--- config.mk ---
export PLATFORM = sky130hd
export DESIGN_NAME = pwm_duty_ctrl
export DESIGN_NICKNAME = d
export VERILOG_FILES = /design/src/rtl/pwm_duty_ctrl.sv
export SDC_FILE = /design/constraint.sdc
export NUM_CORES = 1
export LEC_CHECK = 0
export ABC_AREA = 1
export BUFFER_PORTS_ARGS = -buffer_cell sky130_fd_sc_hd__buf_2
export CORE_MARGIN = 8
export CORE_UTILIZATION = 61
export DETAILED_ROUTE_END_ITERATION = 10
export GPL_ROUTABILITY_DRIVEN = 0
export PLACE_DENSITY = 0.81
export REMOVE_ABC_BUFFERS = 1
export SLEW_MARGIN = 10
export SYNTH_ARGS = -nofsm -noshare
export SYNTH_HDL_FRONTEND = slang
export SYNTH_SLANG_ARGS = --single-unit
--- constraint.sdc ---
create_clock -name clk -period 2.7 [get_ports clk]
set_input_delay 0.54 -clock clk [delete_from_list [all_inputs] [get_ports clk]]
set_output_delay 0.54 -clock clk [all_outputs]
set_load 0.02 [all_outputs]
--- src/rtl/pwm_duty_ctrl.sv ---
// Duty-cycle controller for the pwm block: debounced up/down switches or an
// automatic ramp set a saturating duty level that is handed over only at period ends.
module pwm_duty_ctrl #(
  parameter int unsigned DEBOUNCE_CYCLES = 4,
  parameter int unsigned DUTY_MAX        = 10,
  parameter int unsigned DUTY_INIT       = 5,
  parameter int unsigned DUTY_STEP       = 1,
  parameter int unsigned RAMP_DIV        = 4
) (
  input  logic       clk,
  input  logic       rst,
  input  logic       swt_increase,
  input  logic       swt_decrease,
  input  logic       mode_auto,
  input  logic       pwm_period_end,
  output logic [3:0] duty_level,
  output logic       duty_load,
  output logic       at_max,
  output logic       at_min,
  output logic [1:0] ctrl_state
);

  typedef enum logic [1:0] {
    MANUAL    = 2'd0,
    RAMP_UP   = 2'd1,
    RAMP_DOWN = 2'd2
  } state_t;

  localparam logic [7:0] DB_LAST   = 8'(DEBOUNCE_CYCLES - 1);
  localparam logic [7:0] RAMP_LAST = 8'(RAMP_DIV - 1);
  localparam logic [4:0] MAX5      = 5'(DUTY_MAX);
  localparam logic [4:0] STEP5     = 5'(DUTY_STEP);
  localparam logic [3:0] MAX4      = 4'(DUTY_MAX);
  localparam logic [3:0] INIT4     = 4'(DUTY_INIT);

  // Bit 0 is the increase switch, bit 1 the decrease switch.
  logic [1:0] raw;
  logic [1:0] sync1;
  logic [1:0] sync2;
  logic [1:0] deb;
  logic [1:0] deb_d;
  logic [1:0] press;
  logic [7:0] db_cnt [2];

  state_t     state_q;
  state_t     state_d;
  logic [3:0] duty_next_q;
  logic [3:0] duty_d;
  logic [7:0] ramp_q;
  logic [7:0] ramp_d;
  logic       pending;

  assign raw = {swt_decrease, swt_increase};

  // NOTE: sequential state uses non-blocking assignments so every flop samples pre-edge values.
  always_ff @(posedge clk) begin
    if (rst) begin
      sync1 <= '0;
      sync2 <= '0;
      deb   <= '0;
      deb_d <= '0;
      for (int i = 0; i < 2; i++) db_cnt[i] <= '0;
    end else begin
      sync1 <= raw;
      sync2 <= sync1;
      deb_d <= deb;
      for (int i = 0; i < 2; i++) begin
        if (sync2[i] == deb[i]) begin
          db_cnt[i] <= '0;
        end else if (db_cnt[i] == DB_LAST) begin
          deb[i]    <= sync2[i];
          db_cnt[i] <= '0;
        end else begin
          db_cnt[i] <= db_cnt[i] + 8'd1;
        end
      end
    end
  end

  assign press = deb & ~deb_d;

  function automatic logic [3:0] sat_inc(input logic [3:0] d);
    logic [4:0] s;
    s = {1'b0, d} + STEP5;
    return (s > MAX5) ? MAX4 : s[3:0];
  endfunction

  // Clamp at zero instead of wrapping below it.
  function automatic logic [3:0] sat_dec(input logic [3:0] d);
    return ({1'b0, d} < STEP5) ? 4'd0 : 4'({1'b0, d} - STEP5);
  endfunction

  always_ff @(posedge clk) begin
    if (rst) state_q <= MANUAL;
    else     state_q <= state_d;
  end

  // NOTE: every output of this block gets a default first, so no latch is inferred.
  always_comb begin
    state_d = state_q;
    duty_d  = duty_next_q;
    ramp_d  = ramp_q;
    case (state_q)
      MANUAL: begin
        if (press[0] && !press[1])      duty_d = sat_inc(duty_next_q);
        else if (press[1] && !press[0]) duty_d = sat_dec(duty_next_q);
        if (mode_auto) begin
          state_d = (duty_next_q == MAX4) ? RAMP_DOWN : RAMP_UP;
          ramp_d  = '0;
        end
      end
      RAMP_UP, RAMP_DOWN: begin
        if (!mode_auto) begin
          state_d = MANUAL;
        end else if (pwm_period_end) begin
          if (ramp_q == RAMP_LAST) begin
            ramp_d = '0;
            if (state_q == RAMP_UP) begin
              duty_d = sat_inc(duty_next_q);
              if (duty_d == MAX4) state_d = RAMP_DOWN;
            end else begin
              duty_d = sat_dec(duty_next_q);
              if (duty_d == 4'd0) state_d = RAMP_UP;
            end
          end else begin
            ramp_d = ramp_q + 8'd1;
          end
        end
      end
      default: state_d = MANUAL;
    endcase
  end

  // A change on the same edge as a hand-over stays pending for the next period.
  always_ff @(posedge clk) begin
    if (rst) begin
      duty_next_q <= INIT4;
      ramp_q      <= '0;
      duty_level  <= INIT4;
      duty_load   <= 1'b0;
      pending     <= 1'b0;
    end else begin
      duty_next_q <= duty_d;
      ramp_q      <= ramp_d;
      duty_load   <= pwm_period_end & pending;
      if (pwm_period_end && pending) duty_level <= duty_next_q;
      if (duty_d != duty_next_q) pending <= 1'b1;
      else if (pwm_period_end)   pending <= 1'b0;
    end
  end

  always_comb begin
    ctrl_state = state_q;
    at_max     = (duty_next_q == MAX4);
    at_min     = (duty_next_q == 4'd0);
  end

endmodule
==> results.cfg, run 1 <==
[die]
rows = 24
num_io_pins = 15
core_area_um2 = 4320
start_util_pct = 62.8
die_area_um2 = 6840
die_y_um = 82.7
die_w_um = 82.7

[worst_setup_path]
start_kind = flop
worstPathRequired_ps = 2900
critPathKind = reg -> reg
setup.worst_path.end_class = flop
critPathMaxFanout = 10
rrSetupSlack_ps = 460
cp.arrival_ps = 2440

[sta]
period_needed_ps = 2240
fin_setup_tns_ps = 0
max_freq_mhz = 446
worst_pin_slew_ps = 500
min_period_over_period_pct = 83.1
final_max_slew_viol_count = 0
hold_violations = 0
relSlewSlack_pct = 66.6
setup_violations = 0
hold_slack_ps = 405
rsz0062_at_grt = no
clock_skew_ps = 9.05

[clock_tree]
cts_setup_buffers = 0
cts_tree = yes
cts.sinks = 44
clock_latency_ps = 300
root_buffer = clkbuf_8
numCtsBuffers = 5
ctsHoldBuffers = 0
path_clk_slew_ps = 90
cts_resized = 0
htree_levels = 2
clk_path_buf_depth = 2

[final_layout]
area_growth_pct = 10.0
n_antenna_cell = 0
drive_gt1_share_pct = 12.2
fin_cells = 462
utilization_pct = 69.1
fin_nets = 426

[drt]
drt_first_pass_iters = 4
dr_total_vias = 2444
avgViaCountPerCell = 5.29
drtIter0Drc = 91
routed_wl_um = 5450
wl_per_cell_um = 11.8
drc = 0
antenna_left = 0

[flow_run]
cap_violations = 0

[hold_path]
hp-class = reg -> reg

[pwr]
swShare_pct = 37.4
pwr-share-clk_pct = 26.4
seq_power_share_pct = 40.9
intPower_mw = 1.25
p_per_area_nw_per_um2 = 666
leakage_nw = 1.35
ir_worst_vdd_v = 0.000440
p_comb_share_pct = 32.7
power.switching_mw = 0.744

[placement]
placedCellCount = 454
dp.final_hpwl_um = 4160
port_buffers = 14

[synthesis]
synth.yosys.seq_area_share_pct = 38.3
ys.flop_type = dfxtp_1
ys_types = 38
yosys_warnings = 0
synthArstFlopShare_pct = 0
synth_area_per_cell_um2 = 7.16
synth-seq-cells = 44
synth_edf_count = 16
syn_inst = 379
netlist_area_um2 = 2720

[grt]
grt_pass1_wl_um = 9510
grt_remaining_overflow = 0
grtUsageTotal_pct = 17.8
grt_pass1_vias = 2286
grt_max_degree = 19
antenna_found_initial = 0

[run_status]
status = finished clean
==> critical path, stage by stage (launching register included) <==
cell	delay (ps)
dfxtp_1	560
inv_2	190
ha_1	260
inv_1	130
nand2_1	80
nand2_1	130
nand2_1	60
nand3_1	80
nand3_2	80
and2_1	140
nand3_1	60
nand2_1	70
nor2_2	80
nand3_1	70
nor2_1	90
nor2_1	40
==> cell type report <==
class                           instances  area [um^2]
Multi-Input combinational cell        280         1440
Fill cell                             385         1340
Sequential cell                        44         1040
Inverter                               63          244
Timing Repair Buffer                   15         77.6
Clock buffer                            5         68.8
Tap cell                               52         65.1
Clock inverter                          3         46.3
==> power groups by stage <==
stage / registers, mW / clock network (mW) / logic, mW
after floorplan: 0.839 / 0 / 0.472
after global placement: 0.826 / 0 / 0.632
after detailed placement: 0.828 / 0 / 0.638
after CTS: 0.813 / 0.537 / 0.643
after global routing: 0.825 / 0.561 / 0.732
final: 0.813 / 0.525 / 0.650
==> layout by cell type, fill, tap and decap left out, types with 2 or more instances in the layout <==
master,count
nand3_2,3
inv_1,55
inv_6,2
nor2_2,5
o22ai_1,2
nor3b_1,2
nand2_1,78
nand2_4,3
nor3_1,3
inv_2,3
nor4_1,2
clkbuf_8,5
nand3_1,28
nor2_4,2
xnor2_1,3
o21ai_0,22
o211ai_1,3
nor2_1,44
conb_1,16
edfxtp_1,16
a21oi_1,31
clkinv_1,3
buf_2,14
nand4_1,6
nand2_2,5
ha_1,11
dfxtp_1,28
a21oi_2,2
o21a_1,2
==> through the flow <==
stage                     area, um^2  worst slack (ps)  power (mW)
after floorplan                 2730               815        1.31
after global placement          2870               546        1.46
after detailed placement        2870               494        1.47
after CTS                       2990               475        1.99
after global routing            2990               203        2.12
final                           2990               457        1.99
==> flip-flops by register name, indices dropped and copies added (netlist names) <==
register	flops
deb_d	2
pending	1
ctrl_state	2
ramp_q	8
duty_load	1
duty_level	4
deb	2
sync2	2
sync1	2
duty_next_q	4
db_cnt	16
==> cells by family after synthesis <==
group                      after synthesis  share of synthesized area, %
buffers and inverters                   70                          10.6
other                                    1                         0.138
and+or+nand+nor                        185                          31.9
adders and majority gates               11                          5.07
xor gates and xnor gates                 3                         0.968
AOI/OAI and AO/OA                       65                          13.0
DFF                                     44                          38.3
==> Yosys cell counts (all sizes together) (3+ instances only) <==
cell type,n,share of area [%]
clkinv,3,0.41
clkbuf,4,0.55
buf,3,1.0
nand4,6,1.4
nor3,4,0.92
nor2,51,8.1
o21ai,23,4.2
ha,11,5.1
edfxtp,16,18
nand2,86,13
inv,60,8.6
nand3,32,6.9
o211ai,3,0.83
xnor2,3,0.97
a21oi,33,6.4
dfxtp,28,21
==> final timing paths <==
path                  startpoint        to  depth (start not counted)
setup / recovery  duty_next_q[0]   pending                         15
hold / removal          sync1[0]  sync2[0]                          2
setup reg to reg  duty_next_q[0]   pending                         15
hold reg to reg         sync1[0]  sync2[0]                          2
==> layer usage <==
metal / up-vias / track usage (%) / wire length [um]
li1: 1270 / - / -
met1: 1117 / 20.2 / 2460
met2: 47 / 30.5 / 2700
met3: 10 / 4.22 / 199
met4: 0 / 8.45 / 93
met5: - / 0 / 0
(Power assumes the default switching activity.)
==> run 2: changes to the inputs <==
Settings changed: CORE_UTILIZATION 61 to 55, PLACE_DENSITY 0.81 to 0.77.
Clock period 2.7 ns to 2 ns, I/O delays scaled along.
==> results.cfg, run 2 (synthesis results as in run 1) <==
[worst_setup_path]
critPathMaxFanout = 9
start_kind = flop
cp.arrival_ps = 2040
worstPathRequired_ps = 2190
setup.worst_path.end_class = flop
critPathKind = reg -> reg

[grt]
antenna_found_initial = 0
grtUsageTotal_pct = 15.9
grt_pass1_wl_um = 9800
grt_max_degree = 15
grt_remaining_overflow = 0
grt_pass1_vias = 2360

[final_layout]
drive_gt1_share_pct = 14.5
largest_reg_flops = 16
fin_nets = 436
final_cell_mix = nand2_1, inv_1, nor2_1
top_regs = db_cnt: 16 flops, ramp_q: 8 flops
regMostFlops = db_cnt
area_growth_pct = 13.5
n_antenna_cell = 0
mostFrequentLayoutCell = nand2_1

[sta]
clock_skew_ps = 5.01
final_max_slew_viol_count = 0
hold_slack_ps = 303
max_freq_mhz = 542
setup_violations = 0
hold_violations = 0
fin_setup_tns_ps = 0
period_needed_ps = 1840
min_period_over_period_pct = 92.2
rsz0062_at_grt = yes
setup_slack_ps = 157

[drt]
avgViaCountPerCell = 5.04
wl_per_cell_um = 11.4
dr_wl_met2_um = 2590
drc = 0
antenna_left = 0
routed_wl_um = 5540
drtIter0Drc = 147
met3_length_um = 266
drt_first_pass_iters = 4
top_layer = met4
dr_total_vias = 2454
wl_met1_um = 2570

[pwr]
leakage_nw = 1.40
ir_worst_vdd_v = 0.000488
intPower_mw = 1.72
power.switching_mw = 0.989
p_per_area_nw_per_um2 = 880
seq_power_share_pct = 39.0
total_power_mw = 2.71
swShare_pct = 36.4
pwr-share-clk_pct = 25.0
p_comb_share_pct = 36.0

[clock_tree]
root_buffer = clkbuf_8
numCtsBuffers = 5
htree_levels = 2
cts.sinks = 44
path_clk_slew_ps = 80
cts_setup_buffers = 0
ctsHoldBuffers = 0
cts_resized = 0
clock_latency_ps = 290
cts_tree = yes
clk_path_buf_depth = 2

[die]
start_util_pct = 57.1
die_w_um = 86.3
die_y_um = 86.3
die_area_um2 = 7440
rows = 25
num_io_pins = 15
core_area_um2 = 4750

[placement]
port_buffers = 14
pre_cts_slack_ps = 182
dp.final_hpwl_um = 4230

[run_status]
status = finished clean

[flow_run]
cap_violations = 0

[hold_path]
hp-class = in -> reg
## run 2: cell count changes in the layout (fill, tap and decap cells not counted)
cell / change
buf_4: +10
inv_6: -1
a21oi_2: +1
dfxtp_2: +1
a21oi_1: -1
dfxtp_1: -1
clkinv_4: +1
clkinv_1: +1
clkinvlp_4: -1
## run 2: layout make-up
class                           instances  area [um^2]
Fill cell                             456         1670
Clock inverter                          3         42.5
Clock buffer                            5         68.8
Sequential cell                        44         1040
Timing Repair Buffer                   25          153
Inverter                               63          244
Tap cell                               67         83.8
Multi-Input combinational cell        280         1450
## run 2: final timing paths
kind | from | endpoint | slack, ps | depth (start not counted)
setup reg to reg | ctrl_state[0] | pending | 160 | 12
hold reg to reg | sync1[0] | sync2[0] | 400 | 2
setup / recovery | ctrl_state[0] | pending | 160 | 12
hold / removal | swt_decrease | sync1[1] | 300 | 3
## run 2: per-layer routing
layer,vias up,track usage [%]
met5,-,0
met4,0,7.82
met3,13,3.40
met2,64,26.9
met1,1091,18.7
li1,1286,-
## run 2: power groups by stage
stage | clock, mW | combinational [mW] | sequential (mW)
final | 0.677 | 0.977 | 1.06
after global routing | 0.733 | 1.10 | 1.07
after CTS | 0.703 | 0.957 | 1.06
after detailed placement | 0 | 0.951 | 1.08
after global placement | 0 | 0.945 | 1.07
after floorplan | 0 | 0.637 | 1.13
## run 2: critical path, stage by stage, from the launching register on
cell and delay [ps]:
dfxtp_1 420, ha_1 390, inv_1 180, nand3_1 120, nand3_1 90, nand2_1 60
nand2_1 40, nand2_1 100, nor2_1 60, nor2_2 100, nand3_1 60, nor2_1 80
nor2_1 40
## run 2: stage by stage
stage,cells,cell area (um^2),util [%]
2_1_floorplan,387,2730,-
3_3_place_gp,479,2970,62.4
3_5_place_dp,479,2970,62.4
4_1_cts,487,3080,64.7
5_1_grt,487,3080,64.8
6_report,487,3080,64.8
==> run 3: changes to the inputs <==
Clock period 2 ns to 1.55 ns, I/O delays scaled along.
==> results.cfg, run 3 (synthesis results as in run 1) <==
[run_status]
status = finished, violations left
violations = setup timing

[worst_setup_path]
critPathMaxFanout = 4
rrSetupSlack_ps = -390
setup.worst_path.end_class = flop
reg2reg_depth = 14
worstPathRequired_ps = 1750
max_stage_delay_ps = 380
cp.arrival_ps = 2140
worstSetupStartpoint = duty_next_q[0]
critPathKind = reg -> reg
start_kind = flop
r2r-start = duty_next_q[0]
path_cells = buf_6 > ha_4 > inv_2 > nand2_2 > nand2_2 > nand2_2 > nand3_4 > nand3_1 > a21oi_1 > nand2_1 > nand3_1 > nand3_1 > nor2_1 > nor2_1
slowest_stage = dfxtp_4

[placement]
placed_cell_area_um2 = 3360
dp.final_hpwl_um = 5000
port_buffers = 14

[die]
rows = 25
start_util_pct = 57.1
die_area_um2 = 7440
die_w_um = 86.3
core_area_um2 = 4750
num_io_pins = 15
die_y_um = 86.3

[clock_tree]
numCtsBuffers = 5
ctsHoldBuffers = 0
htree_levels = 2
clk_path_buf_depth = 2
path_clk_slew_ps = 100
clock_latency_ps = 310
root_buffer = clkbuf_8
cts.sinks = 44
cts_tree = yes

[pwr]
intPower_mw = 2.68
p_comb_share_pct = 50.0
total_power_mw = 4.48
power.switching_mw = 1.80
swShare_pct = 40.1
pwr-share-clk_pct = 19.2
seq_power_share_pct = 30.8
ir_worst_vdd_v = 0.000698
leakage_nw = 1.79
p_per_area_nw_per_um2 = 1140

[final_layout]
ff_latch_area_um2 = 1060
utilization_pct = 82.9
multiInputGateArea_um2 = 1720
top_regs = db_cnt: 16 flops, ramp_q: 8 flops
n_antenna_cell = 0
final_cell_mix = buf_4, nand2_1, inv_1
mostFrequentLayoutCell = buf_4
final_area_um2 = 3940
area_growth_pct = 45.1
drive_gt1_share_pct = 40.5
fillCellCount = 276
regMostFlops = db_cnt
fin_nets = 503
largest_reg_flops = 16

[drt]
drt_first_pass_iters = 6
dr_total_vias = 3038
routed_wl_um = 8520
avgViaCountPerCell = 5.48
drtIter0Drc = 391
wl_per_cell_um = 15.4
drc = 0
antenna_left = 0

[grt]
grt_pass1_vias = 2774
grt_remaining_overflow = 0
grtUsageTotal_pct = 19.8
grt_max_degree = 16
antenna_found_initial = 0
grt_pass1_wl_um = 11900

[sta]
setup_slack_ps = -388
rsz0062_at_grt = yes
hold_violations = 0
min_period_over_period_pct = 125
fin_setup_tns_ps = -2080
clock_skew_ps = 8.83
period_needed_ps = 1940
setup_violations = 13
max_freq_mhz = 516
final_max_slew_viol_count = 0
hold_slack_ps = 205

[hold_path]
hp-start = swt_increase
hp-class = in -> reg
whs_path_depth = 3

[flow_run]
cap_violations = 0
run 3: changes by cell type in the layout (fill, tap and decap cells not counted), moves of 7 or more:
| cell | change |
|---|---|
| buf_4 | +58 |
| buf_6 | +10 |
| dfxtp_1 | -7 |
| ha_1 | -8 |
| inv_1 | -12 |
| inv_2 | +8 |
| nand2_1 | -14 |
| nand2_2 | +11 |
| nand3_1 | -7 |
| nor2_1 | -10 |
run 3: final timing paths:
| kind | to |
|---|---|
| setup reg to reg | pending |
| hold reg to reg | sync2[0] |
| setup / recovery | pending |
| hold / removal | sync1[0] |
run 3: repair_timing:
item	in CTS	in global routing
endpoints found under the hold margin	0	0
resized for setup	60	51
endpoints found under the setup margin	24	33
pin swaps	20	14
setup buffers	10	6
run 3: power by group through the flow:
| stage | Sequential [mW] | Clock [mW] | Combinational [mW] |
|---|---|---|---|
| global placement | 1.38 | 0 | 1.50 |
| floorplan | 1.46 | 0 | 0.822 |
| CTS | 1.38 | 0.866 | 1.76 |
| global route | 1.39 | 0.911 | 2.35 |
| finish | 1.38 | 0.862 | 2.24 |
| detailed placement | 1.38 | 0 | 1.53 |
run 3: metrics by stage:
stage / setup slack [ps] / std cells
2_1_floorplan: -335 / 387
3_3_place_gp: -227 / 530
3_5_place_dp: -286 / 530
4_1_cts: -227 / 548
5_1_grt: -435 / 554
6_report: -388 / 554
run 3: worst max-delay path: cells and delay by family (launching register included):
kind            cells  cell delay [ps]
compound gates      1              230
flops               1              380
simple gates       10              840
fa+ha+maj           1              170
buf+inv             2              200
run 3: area by class of cell:
class	instances	share of cell area [%]
clock buffer	6	2.38
clock inverter	2	0.381
inverter	63	6.73
multi-input combinational	280	43.5
sequential	44	26.8
tap	67	2.13
timing repair buffer	92	18.0
run 3: metal layers:
layer  track usage [%]  vias up  part of all wire [%]
met2              34.4      173                    48
li1                  -     1427                     -
met5                 0        -                     0
met1              21.5     1375                    37
met4              9.70        0                   4.5
met3              5.58       63                    10
